==> config.mk <==
export PLATFORM = sky130hd
export DESIGN_NAME = vector_write_sequencer_flat
export DESIGN_NICKNAME = d
export VERILOG_FILES = /design/src/rtl/vector_write_sequencer_if.sv /design/src/rtl/vector_write_sequencer.sv /design/src/flat_wrapper.sv
export SDC_FILE = /design/constraint.sdc
export NUM_CORES = 1
export LEC_CHECK = 0
export ABC_AREA = 1
export BUFFER_PORTS_ARGS = -buffer_cell sky130_fd_sc_hd__buf_2
export CAP_MARGIN = 20
export CORE_UTILIZATION = 60
export CTS_CLUSTER_DIAMETER = 150
export DETAILED_ROUTE_END_ITERATION = 7
export HOLD_SLACK_MARGIN = 0.1
export PLACE_DENSITY = 0.8
export RECOVER_POWER = 50
export SETUP_SLACK_MARGIN = 0.3
export SYNTH_ARGS = -nofsm -noshare
export SYNTH_HDL_FRONTEND = slang
export SYNTH_SLANG_ARGS = --single-unit
==> constraint.sdc <==
create_clock -name clk -period 6.2 [get_ports clk]
set_input_delay 0.62 -clock clk [delete_from_list [all_inputs] [get_ports clk]]
set_output_delay 0.62 -clock clk [all_outputs]
set_load 0.005 [all_outputs]
==> src/rtl/vector_write_sequencer_if.sv <==
// Bundles the upstream pair stream and the mem_controller write port of vector_write_sequencer.
// Upstream handshake: a pair transfers on a rising clk edge where s_valid && s_ready are both high;
// s_data_a/b must be stable while s_valid is high, and s_ready depends only on FIFO occupancy and rst.
interface vector_write_sequencer_if #(
  parameter int DATA_WIDTH = 8
);
  logic                  s_valid;
  logic                  s_ready;
  logic [DATA_WIDTH-1:0] s_data_a;
  logic [DATA_WIDTH-1:0] s_data_b;
  logic                  mem_start;
  logic                  mem_in_valid;
  logic [DATA_WIDTH-1:0] mem_data_a;
  logic [DATA_WIDTH-1:0] mem_data_b;
  logic                  mem_busy;
  logic                  mem_done;

  // master: the sequencer (consumes the pair stream, drives the memory write port)
  modport master (
    input  s_valid, s_data_a, s_data_b, mem_busy, mem_done,
    output s_ready, mem_start, mem_in_valid, mem_data_a, mem_data_b
  );

  // slave: the environment (pair source plus mem_controller)
  modport slave (
    output s_valid, s_data_a, s_data_b, mem_busy, mem_done,
    input  s_ready, mem_start, mem_in_valid, mem_data_a, mem_data_b
  );
endinterface

==> src/rtl/vector_write_sequencer.sv <==
// Buffers (a,b) element pairs in a FIFO and, once a whole vector is held, writes it to
// mem_controller as START, then alternating SEND/GAP cycles, then waits for mem_done.
module vector_write_sequencer #(
  parameter int DATA_WIDTH   = 8,
  parameter int VECTOR_WIDTH = 4,
  parameter int FIFO_DEPTH   = 8,
  parameter int DONE_TIMEOUT = 64
) (
  input  logic                          clk,
  input  logic                          rst,
  vector_write_sequencer_if.master      bus,
  output logic                          frame_done,
  output logic                          timeout_err,
  output logic [15:0]                   frames_sent,
  output logic [$clog2(FIFO_DEPTH):0]   fifo_level,
  output logic [2:0]                    dbg_state
);

  localparam int AW = $clog2(FIFO_DEPTH);
  localparam int LW = AW + 1;
  localparam int EW = (VECTOR_WIDTH > 1) ? $clog2(VECTOR_WIDTH) : 1;
  localparam int TW = $clog2(DONE_TIMEOUT + 1);

  localparam logic [LW-1:0] DEPTH_L   = LW'(FIFO_DEPTH);
  localparam logic [LW-1:0] VEC_L     = LW'(VECTOR_WIDTH);
  localparam logic [EW-1:0] LAST_ELEM = EW'(VECTOR_WIDTH - 1);
  localparam logic [TW-1:0] TO_LAST   = TW'(DONE_TIMEOUT - 1);

  typedef enum logic [2:0] {
    IDLE      = 3'd0,
    START     = 3'd1,
    SEND      = 3'd2,
    GAP       = 3'd3,
    WAIT_DONE = 3'd4
  } state_t;

  state_t                  state_q, state_d;
  logic [2*DATA_WIDTH-1:0] fifo_mem_q [FIFO_DEPTH];
  logic [AW-1:0]           wr_ptr_q, rd_ptr_q;
  logic [LW-1:0]           level_q, level_d;
  logic [EW-1:0]           elem_cnt_q;
  logic [TW-1:0]           to_cnt_q;
  logic [DATA_WIDTH-1:0]   data_a_q, data_b_q;
  logic                    frame_done_q, timeout_err_q;
  logic [15:0]             frames_sent_q;
  logic                    s_ready_w, push, pop, done_evt, to_evt;

  assign s_ready_w = !rst && (level_q < DEPTH_L);
  assign push      = bus.s_valid && s_ready_w;
  assign pop       = (state_q == SEND);

  always_comb begin
    level_d = level_q;
    case ({push, pop})
      2'b10:   level_d = level_q + 1'b1;
      2'b01:   level_d = level_q - 1'b1;
      default: level_d = level_q;
    endcase
  end

  always_comb begin
    state_d  = state_q;
    done_evt = 1'b0;
    to_evt   = 1'b0;
    case (state_q)
      // A whole frame is already buffered here, so SEND never has to stall for data.
      IDLE:      if (level_q >= VEC_L && !bus.mem_busy) state_d = START;
      START:     state_d = SEND;
      SEND:      state_d = (elem_cnt_q == LAST_ELEM) ? WAIT_DONE : GAP;
      GAP:       state_d = SEND;
      WAIT_DONE: begin
        if (bus.mem_done) begin
          done_evt = 1'b1;
          state_d  = IDLE;
        end else if (to_cnt_q == TO_LAST) begin
          to_evt  = 1'b1;
          state_d = IDLE;
        end
      end
      default:   state_d = IDLE;
    endcase
  end

  always_ff @(posedge clk) begin
    if (push) fifo_mem_q[wr_ptr_q] <= {bus.s_data_a, bus.s_data_b};
  end

  always_ff @(posedge clk) begin
    if (rst) begin
      state_q       <= IDLE;
      wr_ptr_q      <= '0;
      rd_ptr_q      <= '0;
      level_q       <= '0;
      elem_cnt_q    <= '0;
      to_cnt_q      <= '0;
      data_a_q      <= '0;
      data_b_q      <= '0;
      frame_done_q  <= 1'b0;
      timeout_err_q <= 1'b0;
      frames_sent_q <= '0;
    end else begin
      state_q <= state_d;
      level_q <= level_d;
      if (push) wr_ptr_q <= wr_ptr_q + 1'b1;
      if (pop)  rd_ptr_q <= rd_ptr_q + 1'b1;
      if (state_q == START) elem_cnt_q <= '0;
      else if (pop)         elem_cnt_q <= elem_cnt_q + 1'b1;
      to_cnt_q <= (state_q == WAIT_DONE) ? to_cnt_q + 1'b1 : '0;
      // Load the head one cycle early so the data registers are valid throughout SEND.
      if (state_d == SEND) begin
        {data_a_q, data_b_q} <= fifo_mem_q[rd_ptr_q];
      end
      frame_done_q  <= done_evt;
      timeout_err_q <= to_evt;
      if (done_evt) frames_sent_q <= frames_sent_q + 16'd1;
    end
  end

  assign bus.s_ready      = s_ready_w;
  assign bus.mem_start    = (state_q == START) || (state_q == SEND) || (state_q == GAP);
  assign bus.mem_in_valid = (state_q == SEND);
  assign bus.mem_data_a   = data_a_q;
  assign bus.mem_data_b   = data_b_q;
  assign frame_done       = frame_done_q;
  assign timeout_err      = timeout_err_q;
  assign frames_sent      = frames_sent_q;
  assign fifo_level       = level_q;
  assign dbg_state        = state_q;

endmodule

==> src/flat_wrapper.sv <==
// flat-port wrapper written by rule: the top's interface ports become plain ports
module vector_write_sequencer_flat 
#(
  parameter int DATA_WIDTH   = 8,
  parameter int VECTOR_WIDTH = 4,
  parameter int FIFO_DEPTH   = 8,
  parameter int DONE_TIMEOUT = 64
)
  (clk, rst, frame_done, timeout_err, frames_sent, fifo_level, dbg_state, bus_s_valid, bus_s_data_a, bus_s_data_b, bus_mem_busy, bus_mem_done, bus_s_ready, bus_mem_start, bus_mem_in_valid, bus_mem_data_a, bus_mem_data_b);
  vector_write_sequencer_if #(.DATA_WIDTH(DATA_WIDTH)) bus_i ();
  input  logic clk;
  input  logic rst;
  output logic frame_done;
  output logic timeout_err;
  output logic [15:0] frames_sent;
  output logic [$clog2(FIFO_DEPTH):0] fifo_level;
  output logic [2:0] dbg_state;
  input wire logic [$bits(bus_i.s_valid)-1:0] bus_s_valid;
  input wire logic [$bits(bus_i.s_data_a)-1:0] bus_s_data_a;
  input wire logic [$bits(bus_i.s_data_b)-1:0] bus_s_data_b;
  input wire logic [$bits(bus_i.mem_busy)-1:0] bus_mem_busy;
  input wire logic [$bits(bus_i.mem_done)-1:0] bus_mem_done;
  output wire logic [$bits(bus_i.s_ready)-1:0] bus_s_ready;
  output wire logic [$bits(bus_i.mem_start)-1:0] bus_mem_start;
  output wire logic [$bits(bus_i.mem_in_valid)-1:0] bus_mem_in_valid;
  output wire logic [$bits(bus_i.mem_data_a)-1:0] bus_mem_data_a;
  output wire logic [$bits(bus_i.mem_data_b)-1:0] bus_mem_data_b;
  assign bus_i.s_valid = bus_s_valid;
  assign bus_i.s_data_a = bus_s_data_a;
  assign bus_i.s_data_b = bus_s_data_b;
  assign bus_i.mem_busy = bus_mem_busy;
  assign bus_i.mem_done = bus_mem_done;
  assign bus_s_ready = bus_i.s_ready;
  assign bus_mem_start = bus_i.mem_start;
  assign bus_mem_in_valid = bus_i.mem_in_valid;
  assign bus_mem_data_a = bus_i.mem_data_a;
  assign bus_mem_data_b = bus_i.mem_data_b;
  vector_write_sequencer #(.DATA_WIDTH(DATA_WIDTH), .VECTOR_WIDTH(VECTOR_WIDTH), .FIFO_DEPTH(FIFO_DEPTH), .DONE_TIMEOUT(DONE_TIMEOUT)) u_core (.clk(clk), .rst(rst), .bus(bus_i), .frame_done(frame_done), .timeout_err(timeout_err), .frames_sent(frames_sent), .fifo_level(fifo_level), .dbg_state(dbg_state));
endmodule
## Word-level counts from Yosys, hierarchy flattened

Memory sizes are Yosys's and may differ from the RTL's. A register that Yosys moved wholly into a read port is not among the register bits.
Index checks and enable logic that the tools add are counted.

- Register bits after elaboration: 40
- RAM bits: 128
- Input bits: 21
- Output and inout bits: 44
- Word-level logic and storage cells: 53
- Memories: 1

Memory list:

| memory | words | bits a word | rd ports | clocked after Yosys merged registers in | wr ports | RTL line | RTL |
|---|---|---|---|---|---|---|---|
| u_core.fifo_mem_q | 8 | 16 | 1 | 1 | 1 | vector_write_sequencer.sv:38 | `logic [2*DATA_WIDTH-1:0] fifo_mem_q [FIFO_DEPTH];` |

- Add/sub/neg operators: 7
- $lt $le $gt $ge: 2
- Eq/ne operators: 9
- Multiplexer cells: 11
- Bitwise operators: 1
- Reductions and logical operators: 13

Operator list:

| operator | count |
|---|---|
| 16-bit by 1-bit adder with 16-bit output (second input constant) | 1 |
| 3-bit two-way mux | 4 |
| 3-bit one-hot mux with 4 select lines | 1 |
| 3-bit by 2-bit equality test with 1-bit output (second input constant) | 3 |
| 4-bit one-hot mux with 2 select lines | 1 |
| 7-bit by 1-bit adder with 7-bit output (second input constant) | 1 |
| 7-bit by 6-bit equality test with 1-bit output (second input constant) | 1 |
| 3-bit by 1-bit adder with 3-bit output (second input constant) | 2 |
| 2-bit OR reduction | 3 |
| 1-bit two-way mux | 5 |
| 4-bit by 1-bit adder with 4-bit output (second input constant) | 1 |
| 2-bit equality test (second input constant) | 2 |
| 4-bit by 3-bit greater-or-equal comparator with 1-bit output (second input constant) | 1 |
| 4-bit < comparator (second input constant) | 1 |
| 4-bit by 1-bit subtractor with 4-bit output (second input constant) | 1 |
| 3-bit by 1-bit equality test with 1-bit output (second input constant) | 1 |
| 3-bit equality test (second input constant) | 1 |
| 1-bit logical AND | 3 |
| 3-bit zero test | 1 |
| 3-bit OR reduction | 1 |
| 2-bit by 1-bit adder with 2-bit output (second input constant) | 1 |
| 2-bit by 1-bit equality test with 1-bit output (second input constant) | 1 |
| 1-bit zero test | 2 |
| 1-bit logical OR | 2 |
| 2 further kinds | 2 |

## Longest topological paths before layout

Gate-level depths: netlist of the first run.

- Depth in word-level cells: 5
- Depth in mapped cells: 11

## Worst setup path before layout of the first run

Ideal clock, no wire load.

- Kind: input-to-reg
- Start: input rst
- End: memory u_core.fifo_mem_q[0][0] in the netlist's numbering (enable)
- Library setup time: 0.388 ns
- Arrival time: 1.966 ns
- Required time: 5.812 ns
- Setup slack: 3.846 ns
- Stages: 6
- Buffers on the path: 1
- Cell sequence: buf_2 nor2_1 nand2_1 inv_1 nand2_1 nor2_1

- Word-level cells in the longest chain between the ends: 5

Ends and longest elaborated chain:

| what | RTL line | RTL |
|---|---|---|
| from (decl) | flat_wrapper.sv:12 | `input logic rst;` |
| 1-bit zero test | vector_write_sequencer.sv:48 | `assign s_ready_w = !rst && (level_q < DEPTH_L);` |
| 1-bit logical AND | vector_write_sequencer.sv:48 |  |
| net bus_s_ready | flat_wrapper.sv:23 | `output wire logic [$bits(bus_i.s_ready)-1:0] bus_s_ready;` |
| 1-bit logical AND | vector_write_sequencer.sv:49 | `assign push = bus.s_valid && s_ready_w;` |
| 1-bit two-way mux | vector_write_sequencer.sv:85 | `if (push) fifo_mem_q[wr_ptr_q] <= {bus.s_data_a, bus.s_data_b};` |
| 1-bit two-way mux (implied by the code) | vector_write_sequencer.sv:85 |  |
| to (decl) | vector_write_sequencer.sv:38 |  |

The timed path passes the listed nets, and every way through them passes these cells.

==> out/qor.csv, run 1 <==
metric;value;unit
Internal Power;0.00200;W
Synth top area share;50.8;%
Critical R2R Launch;u_core.rd_ptr_q[2];
hold_sp;bus_mem_done;
Final Critical Period;2460;ps
Synth Cell Area;7570;sq um
r2r setup slk;3740;ps
Placer Congestion;0.804;
floorplan row count;40;
crit path kind;reg2reg;
top post-synthesis cells by count;nand2_1, edfxtp_1, nand3_1;
TritonCTS buffer count;17;
Rel. slew slack;27.4;%
Power Density;303;nW/um^2
starting density of the core;62.2;%
Peak Freq;406;MHz
Cells after Synth;743;
final WL;15.9;mm
final clock skew;4.82;ps
layout cells sized above 1;10.2;%
Antenna diodes;0;
switching part of the total;23.0;%
global-route wire length before repair;25.7;mm
Final Hold Fails;0;
vias in the first global route;5344;
utilization after layout;70.5;%
core area;12200;sq um
Yosys warnings;0;
Yosys reg bits;184;
critical path capture point type;flip-flop;
RSZ-0062 raised after global routing;no;
status;completed;
most frequent cell after synthesis;nand2_1;
vias;5522;
routed len/inst;16.1;microns
setup TNS;0;ps
Worst VDD drop;0.245;mV
syn_area_per_cell;10.2;sq um
CP Max Fanout;18;
IO Port Bufs;64;
R2R cell count;5;
cell depth of the worst hold path;2;
drt initial violations;463;
distinct cell type count after synthesis;30;
Worst-path clk slew;70;ps
All-Layer GR Usage;26.2;%
CTS max path bufs;2;
Pins Over Slew Limit;0;
Crit. Startpoint;u_core.rd_ptr_q[2];
Worst Hold Endpoint;u_core.timeout_err;
# setup viols final;0;
Worst Max-Slew Pin Slew;1090;ps
CP Launch Type;flip-flop;
Num Clock Sinks;184;
vias per inst;5.59;
Fin Hold WS;393;ps
antenna violations before repair;0;
Seq/Total Area, Yosys;65.6;%
DIE AREA;13100;sq um
io pins;65;
cts repair resizes;0;
CP required;6520;ps
Hold-fix buffers, CTS;0;
Worst Path Arrival;2780;ps
Setup Buffers After CTS;0;
Area contributors post-synth;edfxtp_1, dfxtp_1, nand2_1;
worst hold path type;in2reg;
die extent in y;114;microns
Max Cap Viol;0;
Nets;837;
fin crit share;39.7;%
Main synth FF type;edfxtp_1;
reg-to-reg endpoint;u_core.bus.mem_data_a[6];
Async SR Flop Fraction;0;%
DRT Pass-1 Iters;5;
CTS tree;yes;
Routed Antenna Nets;0;
Residual DRC;0;
Switch Pwr;0.000597;W
CTS Root Cell;clkbuf_16;
dominant cell type by area after synthesis;edfxtp_1;
die width;114;microns
gr ovfl total;0;
Layout area overhead;13.2;%
combinational power share;8.1;%
syn_nets;773;
H-tree levels;4;
sequential power share;52.2;%
Lkg Pwr;3.29;nW
number of flops mapped to enable cells by yosys;128;
post-DP HPWL;9.44;mm
clock latency on the worst-skew pair;430;ps
largest net degree at the start of global routing;66;
clock power share;39.7;%
[cells by family after synthesis]
family | count (synthesis) | synth area share (%)
simple gates | 389 | 22.2
fa+ha+maj | 9 | 1.59
xor+xnor | 5 | 0.579
buf+inv | 93 | 5.26
compound gates | 63 | 4.78
flops | 184 | 65.6
[layout make-up]
type	instances	area, sq um
sequential	184	4970
fill	871	3590
multi-input combinational	466	2180
clock buffer	19	433
timing repair buffer	78	430
inverter	60	225
tap	168	210
clock inverter	13	129
[worst max-delay path: stages (launching register included)]
cell,delay (ps)
dfxtp_1,900
clkinv_1,850
nand3_1,320
nand3_1,110
o211ai_1,100
inv_1,60
[worst max path at each step]
stage / cells past startpoint / slack, ps / endpoint
detailed placement: 5 / 3760 / u_core.bus.mem_data_a[3]
CTS: 5 / 3720 / u_core.bus.mem_data_a[6]
finish: 5 / 3740 / u_core.bus.mem_data_a[6]
global route: 5 / 3540 / u_core.elem_cnt_q[1]
floorplan: 6 / 3850 / u_core.fifo_mem_q[0][0]
global placement: 11 / 3850 / u_core.fifo_level[3]
[sequential cells by signal, indices dropped and copies added, names as in the netlist]
register / count
u_core.bus.mem_data_a: 8
u_core.bus.mem_data_b: 8
u_core.dbg_state: 3
u_core.elem_cnt_q: 2
u_core.fifo_level: 4
u_core.fifo_mem_q: 128
u_core.frame_done: 1
u_core.frames_sent: 16
u_core.rd_ptr_q: 3
u_core.timeout_err: 1
u_core.to_cnt_q: 7
u_core.wr_ptr_q: 3
[layout by cell type, fill, tap and decap left out, drive strengths merged]
cell and count:
inv 61, nor3 4, bufinv 2, nor2 54, nor3b 1, dfxtp 56, o21a 1, and2 1
ha 8, nand3 123, buf 52, nand4 4, nand2 201, clkinv 8, clkbuf 45, clkinvlp 2
nor4 1, xnor2 2, a221oi 1, a21oi 26, o21ai 19, edfxtp 128, fa 1, xor2 3
o211ai 16
[stage by stage]
stage	worst slack [ps]	instance area, sq um	instances	total power [W]
4_1_cts	3720	8630	987	0.00261
6_report	3740	8570	988	0.00260
2_1_floorplan	3850	7570	743	0.00152
3_3_place_gp	3850	8010	953	0.00157
3_5_place_dp	3760	8060	955	0.00159
5_1_grt	3540	8570	988	0.00268
[power by group through the flow]
stage                     Sequential (W)  Clock [W]  Combinational [W]
after floorplan                  0.00138          0           0.000137
after global placement           0.00138          0           0.000193
after detailed placement         0.00138          0           0.000208
after CTS                        0.00136    0.00104           0.000211
after global routing             0.00136    0.00109           0.000236
final                            0.00136    0.00103           0.000210
[routing by layer]
layer,up-vias,GRT usage (%),routed length [microns]
met1,2612,32.1,6400
met3,25,4.82,1110
met5,-,0,0
met2,232,45.3,8120
li1,2653,-,-
met4,0,12.1,293
Power figures use the tool's default switching activity.
==> run 2, diff against run 1 <==
--- a/config.mk
+++ b/config.mk
@@ -8,11 +8,11 @@
 export ABC_AREA = 1
 export BUFFER_PORTS_ARGS = -buffer_cell sky130_fd_sc_hd__buf_2
 export CAP_MARGIN = 20
-export CORE_UTILIZATION = 60
+export CORE_UTILIZATION = 53
 export CTS_CLUSTER_DIAMETER = 150
 export DETAILED_ROUTE_END_ITERATION = 7
 export HOLD_SLACK_MARGIN = 0.1
-export PLACE_DENSITY = 0.8
+export PLACE_DENSITY = 0.75
 export RECOVER_POWER = 50
 export SETUP_SLACK_MARGIN = 0.3
 export SYNTH_ARGS = -nofsm -noshare
==> constraint.sdc (replaced) <==
create_clock -name clk -period 2 [get_ports clk]
set_input_delay 0.2 -clock clk [delete_from_list [all_inputs] [get_ports clk]]
set_output_delay 0.2 -clock clk [all_outputs]
set_load 0.005 [all_outputs]
==> out/qor.csv, run 2 (synthesis gave the netlist of run 1 again) <==
metric;value;unit;change
status;completed;;
Peak Freq;550;MHz;+35%
vias per inst;5.45;;-2.4%
CTS Root Cell;clkbuf_16;;
Lkg Pwr;3.40;nW;+3.4%
commonest cells after routing, fill and taps aside;nand2_1, edfxtp_1, nand3_1;;
critical path capture point type;flip-flop;;
All-Layer GR Usage;23.8;%;-2.4 points
Num Clock Sinks;184;;unchanged
Antenna diodes;0;;unchanged
Worst Path Arrival;2130;ps;-650 ps
CTS tree;yes;;
floorplan row count;43;;+7.5%
Layout area overhead;17.7;%;
TritonCTS buffer count;17;;unchanged
worst-path cell chain;nor2_4 -> nand2_1 -> ha_4 -> ha_4 -> nand2_1 -> nor2_1 -> nor2_2 -> and2_1 -> o21ai_1 -> a21oi_1;;
Worst VDD drop;0.872;mV;+260%
drt initial violations;392;;-15%
io pins;65;;unchanged
Worst Max-Slew Pin Slew;433;ps;-656 ps
# setup viols final;0;;unchanged
H-tree levels;4;;unchanged
Nets;869;;+3.8%
global-route wire length before repair;26.6;mm;+3.7%
layout cells sized above 1;12.3;%;+2.1 points
routed len/inst;16.1;microns;about the same
vias in the first global route;5611;;+5.0%
CP Max Fanout;5;;-13
die extent in y;121;microns;+6.3%
Worst-path clk slew;70;ps;about the same
antenna violations before repair;0;;unchanged
Power Density;908;nW/um^2;+200%
most common cell after layout, fill and taps aside;nand2_1;;
crit path kind;reg2reg;;
worst hold path type;in2reg;;
setup TNS;0;ps;unchanged
Largest register FFs;128;;unchanged
Pins Over Slew Limit;0;;unchanged
DRT Pass-1 Iters;6;;+1
Rel. slew slack;71.1;%;+44 points
Final Critical Period;1820;ps;-644 ps
Residual DRC;0;;unchanged
Routed Antenna Nets;0;;unchanged
die width;121;microns;+6.3%
CP peak stage delay;330;ps;-570 ps
CTS max path bufs;2;;unchanged
Buffers & Inverters on Critical Path;0;;-2
clock latency on the worst-skew pair;430;ps;about the same
core area;13900;sq um;+14%
starting density of the core;54.5;%;-7.7 points
vias;5628;;+1.9%
fin crit share;90.9;%;+51 points
final WL;16.6;mm;+4.4%
CP max-delay cell;dfxtp_2;;
final clock skew;7.05;ps;+2.23 ps
DIE AREA;14800;sq um;+13%
non-filler cells, final;1032;;+4.5%
CP Launch Type;flip-flop;;
fill count;1086;;+25%
largest net degree at the start of global routing;67;;+1.5%
gr ovfl total;0;;unchanged
post-DP HPWL;9.83;mm;+4.1%
Max Cap Viol;0;;unchanged
Crit path max-delay family;simple AND/OR/NAND/NOR gates;;
RSZ-0062 raised after global routing;yes;;
# placed instances;977;;+2.3%
area of the multi-input gates;2250;sq um;+3.6%
IO Port Bufs;64;;unchanged
Final Hold Fails;0;;unchanged
register area;4970;sq um;+0.10%
Reg with most FFs;u_core.fifo_mem_q;;
Placer Congestion;0.874;;+8.8%
CP required;2310;ps;-4210 ps
[run 2: repair_timing]
item / CTS / global route
endpoints found under the setup margin: 2 / 26
gates resized for setup: 10 / 11
buffers inserted: 1 / 5
endpoints found under the hold margin: 129 / 0
gates cloned: 0 / 0
pin swaps: 0 / 7
hold buffers: 17 / 0
[run 2: final cells by class]
type	instances	area share [%]
Sequential cell	184	55.8
Multi-Input combinational cell	466	25.3
Timing Repair Buffer	110	7.52
Clock buffer	19	4.86
Inverter	60	2.59
Tap cell	180	2.53
Clock inverter	13	1.36
[run 2: final timing paths]
kind / startpoint / endpoint / slack [ps] / cells past startpoint
setup reg to reg: u_core.fifo_level[3] / u_core.fifo_level[3] / 180 / 10
hold reg to reg: u_core.to_cnt_q[0] / u_core.to_cnt_q[0] / 450 / 1
hold / removal: bus_mem_busy / u_core.dbg_state[0] / 140 / 4
setup / recovery: u_core.fifo_level[3] / u_core.fifo_level[3] / 180 / 10
[run 2: per-layer routing]
metal | wire, microns | part of all wire (%) | global-route usage (%) | vias up
met5 | 0 | 0 | 0 | -
met1 | 6960 | 42 | 29.3 | 2660
li1 | - | - | - | 2714
met3 | 1160 | 7.0 | 5.45 | 31
met4 | 383 | 2.3 | 10.4 | 0
met2 | 8120 | 49 | 40.0 | 223
[run 2: worst reg2reg max path: cells and delay by family, from the launching register on]
kind | cells | cell delay, ps
simple gates | 6 | 600
fa+ha+maj | 2 | 520
flops | 1 | 330
compound gates | 2 | 240
[run 2: report_power, final]
group	switching [W]	leakage (nW)	internal, W
Clock	0.00143	0.269	0.00173
Combinational	0.000459	1.52	0.000260
Sequential	0.0000505	1.61	0.00416
Total	0.00194	3.40	0.00615
[run 2: stage by stage]
| step | total power, W | hold slack (ps) | utilization, % | worst slack [ps] | cell area [sq um] |
|---|---|---|---|---|---|
| floorplan | 0.00471 | 279 | - | 61.1 | 7580 |
| global placement | 0.00491 | 429 | 58.7 | 171 | 8140 |
| detailed placement | 0.00495 | 448 | 58.7 | 39.7 | 8140 |
| CTS | 0.00812 | 109 | 64.2 | 298 | 8910 |
| global route | 0.00835 | 153 | 64.2 | 120 | 8900 |
| finish | 0.00809 | 139 | 64.2 | 183 | 8900 |
